### src/rtl/if_fetch_unit.sv
// Instruction-fetch stage: PC register, next-PC select and imem handshake.
// Feeds instruction, PC+4 and hold/flush controls into the IF/ID register.
module if_fetch_unit #(
  parameter int                 IMEM_AW  = 32,
  parameter logic [IMEM_AW-1:0] RESET_PC = '0
) (
  input  logic               i_clk,
  input  logic               i_rst_n,
  input  logic               i_stall,
  input  logic               i_branch_taken,
  input  logic [IMEM_AW-1:0] i_branch_target,
  input  logic               i_jump,
  input  logic [IMEM_AW-1:0] i_jump_target,
  output logic               o_imem_req,
  output logic [IMEM_AW-1:0] o_imem_addr,
  input  logic               i_imem_ready,
  input  logic [31:0]        i_imem_rdata,
  output logic [IMEM_AW-1:0] o_pc,
  output logic [IMEM_AW-1:0] o_PCplus4,
  output logic [31:0]        o_instr,
  output logic               o_no_change,
  output logic               o_IF_flush
);

  typedef enum logic [1:0] {
    S_IDLE,
    S_FETCH,
    S_DRAIN,
    S_HOLD
  } state_t;

  state_t             state;
  logic [IMEM_AW-1:0] pc;
  logic [IMEM_AW-1:0] redir_pc;
  logic [31:0]        buf_q;

  logic               redirect;
  logic [IMEM_AW-1:0] target;
  logic [IMEM_AW-1:0] pc_inc;
  logic               deliver;
  logic [31:0]        word;

  assign redirect = (i_branch_taken | i_jump) & ~i_stall;
  assign target   = i_branch_taken ? i_branch_target
                                   : i_jump_target;
  assign pc_inc   = pc + IMEM_AW'(4);

  assign o_pc        = pc;
  assign o_PCplus4   = pc_inc;
  assign o_imem_addr = pc;

  // Decode request, delivery and IF/ID controls from the current state
  always_comb begin
    o_imem_req = 1'b0;
    deliver    = 1'b0;
    word       = buf_q;
    unique case (1'b1)
      (state == S_FETCH): begin
        o_imem_req = 1'b1;
        deliver    = i_imem_ready & ~i_stall & ~redirect;
        word       = i_imem_rdata;
      end
      (state == S_DRAIN): begin
        o_imem_req = 1'b1;
      end
      (state == S_HOLD): begin
        deliver = ~i_stall & ~redirect;
      end
      default: begin
        o_imem_req = 1'b0;
      end
    endcase
    o_no_change = ~deliver;
    o_instr     = deliver ? word : 32'h0;
    if (deliver)
      o_IF_flush = 1'b0;
    else if (state == S_IDLE)
      o_IF_flush = 1'b1;
    else
      o_IF_flush = ~i_stall;
  end

  // Fetch state machine with PC, stall buffer and pending-redirect target
  always_ff @(posedge i_clk or negedge i_rst_n) begin
    if (!i_rst_n) begin
      state    <= S_IDLE;
      pc       <= RESET_PC;
      buf_q    <= 32'h0;
      redir_pc <= '0;
    end else begin
      case (state)
        S_IDLE: state <= S_FETCH;
        S_FETCH: begin
          if (i_imem_ready) begin
            if (redirect) begin
              pc <= target;
            end else if (i_stall) begin
              buf_q <= i_imem_rdata;
              state <= S_HOLD;
            end else begin
              pc <= pc_inc;
            end
          end else if (redirect) begin
            redir_pc <= target;
            state    <= S_DRAIN;
          end
        end
        S_DRAIN: begin
          if (redirect)
            redir_pc <= target;
          if (i_imem_ready) begin
            pc    <= redirect ? target : redir_pc;
            state <= S_FETCH;
          end
        end
        S_HOLD: begin
          if (!i_stall) begin
            pc    <= redirect ? target : pc_inc;
            state <= S_FETCH;
          end
        end
        default: state <= S_IDLE;
      endcase
    end
  end

endmodule
### config.mk
export PLATFORM = sky130hd
export DESIGN_NAME = if_fetch_unit
export DESIGN_NICKNAME = d
export VERILOG_FILES = /design/src/rtl/if_fetch_unit.sv
export SDC_FILE = /design/constraint.sdc
export NUM_CORES = 1
export LEC_CHECK = 0
export CORE_MARGIN = 1.5
export CORE_UTILIZATION = 45
export DETAILED_ROUTE_END_ITERATION = 8
export HOLD_SLACK_MARGIN = 0.03
export PLACE_DENSITY = 0.79
export SYNTH_ARGS = -nofsm -noshare
export SYNTH_HDL_FRONTEND = slang
export SYNTH_SLANG_ARGS = --single-unit
### constraint.sdc
create_clock -name i_clk -period 2.7 [get_ports i_clk]
set_clock_uncertainty 0.2 [all_clocks]
set_input_delay 0.27 -clock i_clk [delete_from_list [all_inputs] [get_ports i_clk]]
set_output_delay 0.27 -clock i_clk [all_outputs]
set_load 0.03 [all_outputs]
# [Word level (Yosys, flattened, before mapping)]
# Index checks and enable logic that the tools add are counted.
[op_classes] bitwise_logic=8 add_sub_neg=1 n_eq_ne=11 reduce_logical=8 muxes=24
[op_table] op="$mux 32" n=11
[op_table] op="$pmux 32 s3" n=1
[op_table] op="$pmux 32 s2" n=1
[op_table] op="$add 32x3->32 const B" n=1
[op_table] op="$mux 2" n=6
[op_table] op="$ne 3x3->1 const B" n=4
[op_table] op="$reduce_and 5->1" n=2
[op_table] op="$ne 2x2->1 const B" n=4
[op_table] op="$pmux 2 s4" n=1
[op_table] op="$and 1x1->1" n=4
[op_table] op="$eq 2x2->1 const B" n=2
[op_table] op="$reduce_and 4->1" n=1
[op_table] op="$mux 1" n=3
[op_table] op="$not 1->1" n=3
[op_table] op="$reduce_bool 3->1" n=1
[op_table] op="$eq 2x1->1 const B" n=1
[op_table] op="$logic_not 2->1" n=1
[op_table] op="$pmux 1 s2" n=1
[op_table] op="$reduce_and 2->1" n=1
[op_table] op="$reduce_bool 2->1" n=1
[op_table] op="$reduce_or 2->1" n=1
[op_table] op="$or 1x1->1" n=1
[totals] inputBits=102 ff_bits=98

# [Logic depth before layout (Yosys ltp)]
[depth] ltp_word=6 depth_mapped=9 depth_no_buf=7

# [Least setup slack after synthesis]
# OpenSTA, ideal clock, no wires.
[synth_timing] path_type="reg-to-output" startpoint="register state[1]" endpoint="output port o_instr[22]" path_stages_with_launch=9 arrival_time_ps=2435 path_slack_ps=-205 path_cell_list="dfrtp_1 -> inv_1 -> ha_1 -> clkbuf_1 -> a21oi_1 -> or4_1 -> clkbuf_1 -> clkbuf_1 -> nor2_1"
[synth_between] elab_chain_cells=3
[synth_rtl] item="start, declared" line_no="32" rtl="state_t state;"
[synth_rtl] item="start signal, assigned" line_no="86" rtl="state <= S_IDLE;"
[synth_rtl] item="start signal, assigned" line_no="92" rtl="S_IDLE: state <= S_FETCH;"
[synth_rtl] item="start signal, assigned" line_no="99" rtl="state <= S_HOLD;"
[synth_rtl] item="$eq 2x2->1 or $eq 2x1->1 (tied branches)" line_no="66, 58"
[synth_rtl] item="$pmux 1 s2 or $mux 32 (tied branches)" line_no="57" rtl="unique case (1'b1)"
[synth_rtl] item="$mux 32 *" line_no="74" rtl="o_instr = deliver ? word : 32'h0;"
[synth_rtl] item="end, declared" line_no="20" rtl="output logic [31:0] o_instr,"
# Mark *: on every way between the ends. The rest lies on a longest branch, timed or not.

# [Worst setup path in the final report]
[layout_timing] startpoint="register pc[2] (netlist: o_imem_addr[2])" endpoint="output port o_PCplus4[21]"
[layout_between] elab_chain_cells=1
[layout_rtl] item="start, declared" line_no="33" rtl="logic [IMEM_AW-1:0] pc;"
[layout_rtl] item="start signal, assigned" line_no="96" rtl="pc <= target;"
[layout_rtl] item="start signal, assigned" line_no="101" rtl="pc <= pc_inc;"
[layout_rtl] item="start signal, assigned" line_no="112" rtl="pc <= redirect ? target : redir_pc;"
[layout_rtl] item="$add 32x3->32" line_no="46" rtl="assign pc_inc = pc + IMEM_AW'(4);"
[layout_rtl] item="end, declared" line_no="19" rtl="output logic [IMEM_AW-1:0] o_PCplus4,"
# Every way passes these cells.

==> metrics <==
Min Hold Slack 0.285 ns; number of synthesized flops with an enable pin 0; Final Hold Fails 0; status complete, but fails checks; end-of-flow core utilization 0.699; kind of critical path register to primary output; syn_area_per_cell 9.06 um^2; router iterations before antenna repair 5; ys flop type dfrtp_1; vias in the first global route 6004; most used cell along the critical path or3_4; final worst setup slack -0.0292 ns; setup TNS -0.0292 ns; Gate Count Post-Synth 690; GP Congestion 0.875; CTS tree yes; core area 0.0134 mm^2; Routed Antenna Nets 0; Tmin final 2.73 ns; pin count of the biggest net entering global routing 52; ANT cells 0; synth warn 0; max-slew violation count 0; Starting Density 0.466; CP max FO 5; final setup violation count 1; Root Buffer clkbuf_16; Sink Count 98; VDD IR max 0.000438 V; Die H 121 um; fraction of layout cells with a size suffix above 1 0.240; CP cell instances nand3_4, or3_4, or3_4, buf_4, xnor2_2, buf_6; Post-Syn Nets 797; number of distinct library cells after synthesis 59; Residual DRC 0; Max Clk Rate 0.366 GHz; Top Ports 233; first-pass GRT wire length 31100 um; sequential area share after synthesis 0.392; via count 6258; net total in the final layout 1020; Worst Path Required 2.23 ns; dpl cells 1056; Arr. time, crit path 2.26 ns; total grt overflow 0; CP startpoint kind register; DIE AREA 0.0146 mm^2; R2R Path Start state[1]; CP peak stage delay 0.45 ns; htree depth 3; Post-DP HPWL 14500 um; most common cell after layout, fill and taps aside clkdlybuf4s50_1; total global-route track usage 0.269; final wirelength 20200 um; clk_lat worst skew 0.35 ns; Synth Cell Area 0.00625 mm^2; clock-pin slew on the worst setup and hold paths 0.07 ns; Hold WC Path Type register to register; fin crit share 1.01; initial detailed-routing violation count 464; worst slew pin tran 0.929 ns; Clock Path Buffers 2; PD cells 1130 mW/mm^2; most frequent cells in the layout clkdlybuf4s50_1 (172), buf_4 (106), dfrtp_1 (91); CP startpoint o_imem_addr[2]; failing checks negative setup slack; Port Buffer Count 232; Max Cap Violations 0; wire per inst 18.5 um; slew margin rel. 0.380; CP max stage cell dfrtp_2; leakage 4.05 nW; Setup WS pre-CTS -0.00947 ns; number of vias per cell 5.72; Post-synth ARST share 1.00; RSZ-0062 raised after global routing true; Finished Layout Cells 1094; min-delay src redir_pc[8]; area delta synth->final 49.8%; Crit. End Element primary output; antenna violations before repair 0; standard-cell rows 42; width of the chip 121 um; Num CTS Buffers 9; Yosys reg bits 98
-- final cells by class --
| type | instances | area [um^2] |
|---|---|---|
| clock inverters | 2 | 35.0 |
| flip-flops and latches | 98 | 2460 |
| well taps | 176 | 220 |
| repair buffers | 300 | 2830 |
| clock buffers | 14 | 264 |
| fillers | 1002 | 4040 |
| multi-input cells | 493 | 3510 |
| inverters | 11 | 41.3 |
-- registers in the layout (all words and copies together), names as in the netlist --
register     cells
buf_q           32
redir_pc        32
o_imem_addr     32
state            2
-- metal layers --
metal / global-route usage / vias up / wire (um)
met3: 0.0667 / 50 / 1580
met5: 0 / - / 0
met2: 0.452 / 319 / 9850
li1: - / 2878 / -
met1: 0.344 / 3011 / 8320
met4: 0.0787 / 0 / 474
-- worst max-delay path: cells and delay by family, from the launching register on --
kind,cells,cell delay (ns)
xor+xnor,1,0.15
flops,1,0.45
simple gates,3,0.98
buf+inv,2,0.32
-- path summary, 6_finish.rpt --
check	to	slack, ns	cells after the start
worst max-delay path	o_PCplus4[21]	-0.03	6
worst min-delay path	redir_pc[8]	0.29	2
worst max register to register	o_imem_addr[29]	0.29	9
worst min register to register	redir_pc[8]	0.29	2
max in group asynchronous	o_imem_addr[2]	1.26	3
min in group asynchronous	redir_pc[21]	0.31	2
-- Yosys cell counts, types with 4 or more instances --
cell type,n,share of area
or4_1,4,0.0048
a21oi_1,46,0.037
a22oi_1,4,0.0048
buf_4,34,0.041
nor4_1,5,0.0050
buf_2,4,0.0032
nand3b_1,10,0.012
a22o_1,19,0.027
xnor2_1,15,0.021
buf_1,7,0.0042
nand3_1,21,0.017
dfrtp_1,98,0.39
and3_1,5,0.0050
xor2_1,13,0.018
mux2i_1,54,0.086
ha_1,5,0.010
nand2_1,54,0.032
nand4_1,12,0.012
mux2_2,36,0.065
o22ai_1,5,0.0050
o21ai_0,60,0.048
clkbuf_1,42,0.025
nor2_1,65,0.039
nor3_1,11,0.0088
inv_1,11,0.0066
-- where the power goes --
part	switching, mW	total, mW	internal, mW
Clock	0.562	1.33	0.770
Combinational	3.60	6.38	2.78
Sequential	0.645	2.83	2.18
Total	4.81	10.5	5.74
-- cells by family after synthesis --
group	after synthesis	share of synthesized area
xor+xnor	28	0.0392
buf+inv	99	0.0819
mux	90	0.151
flops	98	0.392
fa+ha+maj	5	0.0100
compound gates	166	0.166
simple gates	204	0.159
-- stage by stage --
step	cell area [um^2]	power, mW
final	9360	10.5
after global routing	9360	11.1
after CTS	9170	10.4
after detailed placement	8720	8.92
after global placement	8720	8.73
after floorplan	6350	6.73
-- repair_timing --
item,4_1_cts,5_1_grt
buffers inserted,9,12
hold buffers,1,0
pin swaps,5,11
endpoints found under the hold margin,50,0
endpoints found under the setup margin,50,30
resized for setup,21,26
Note: power is estimated with default switching activity, not from simulation.
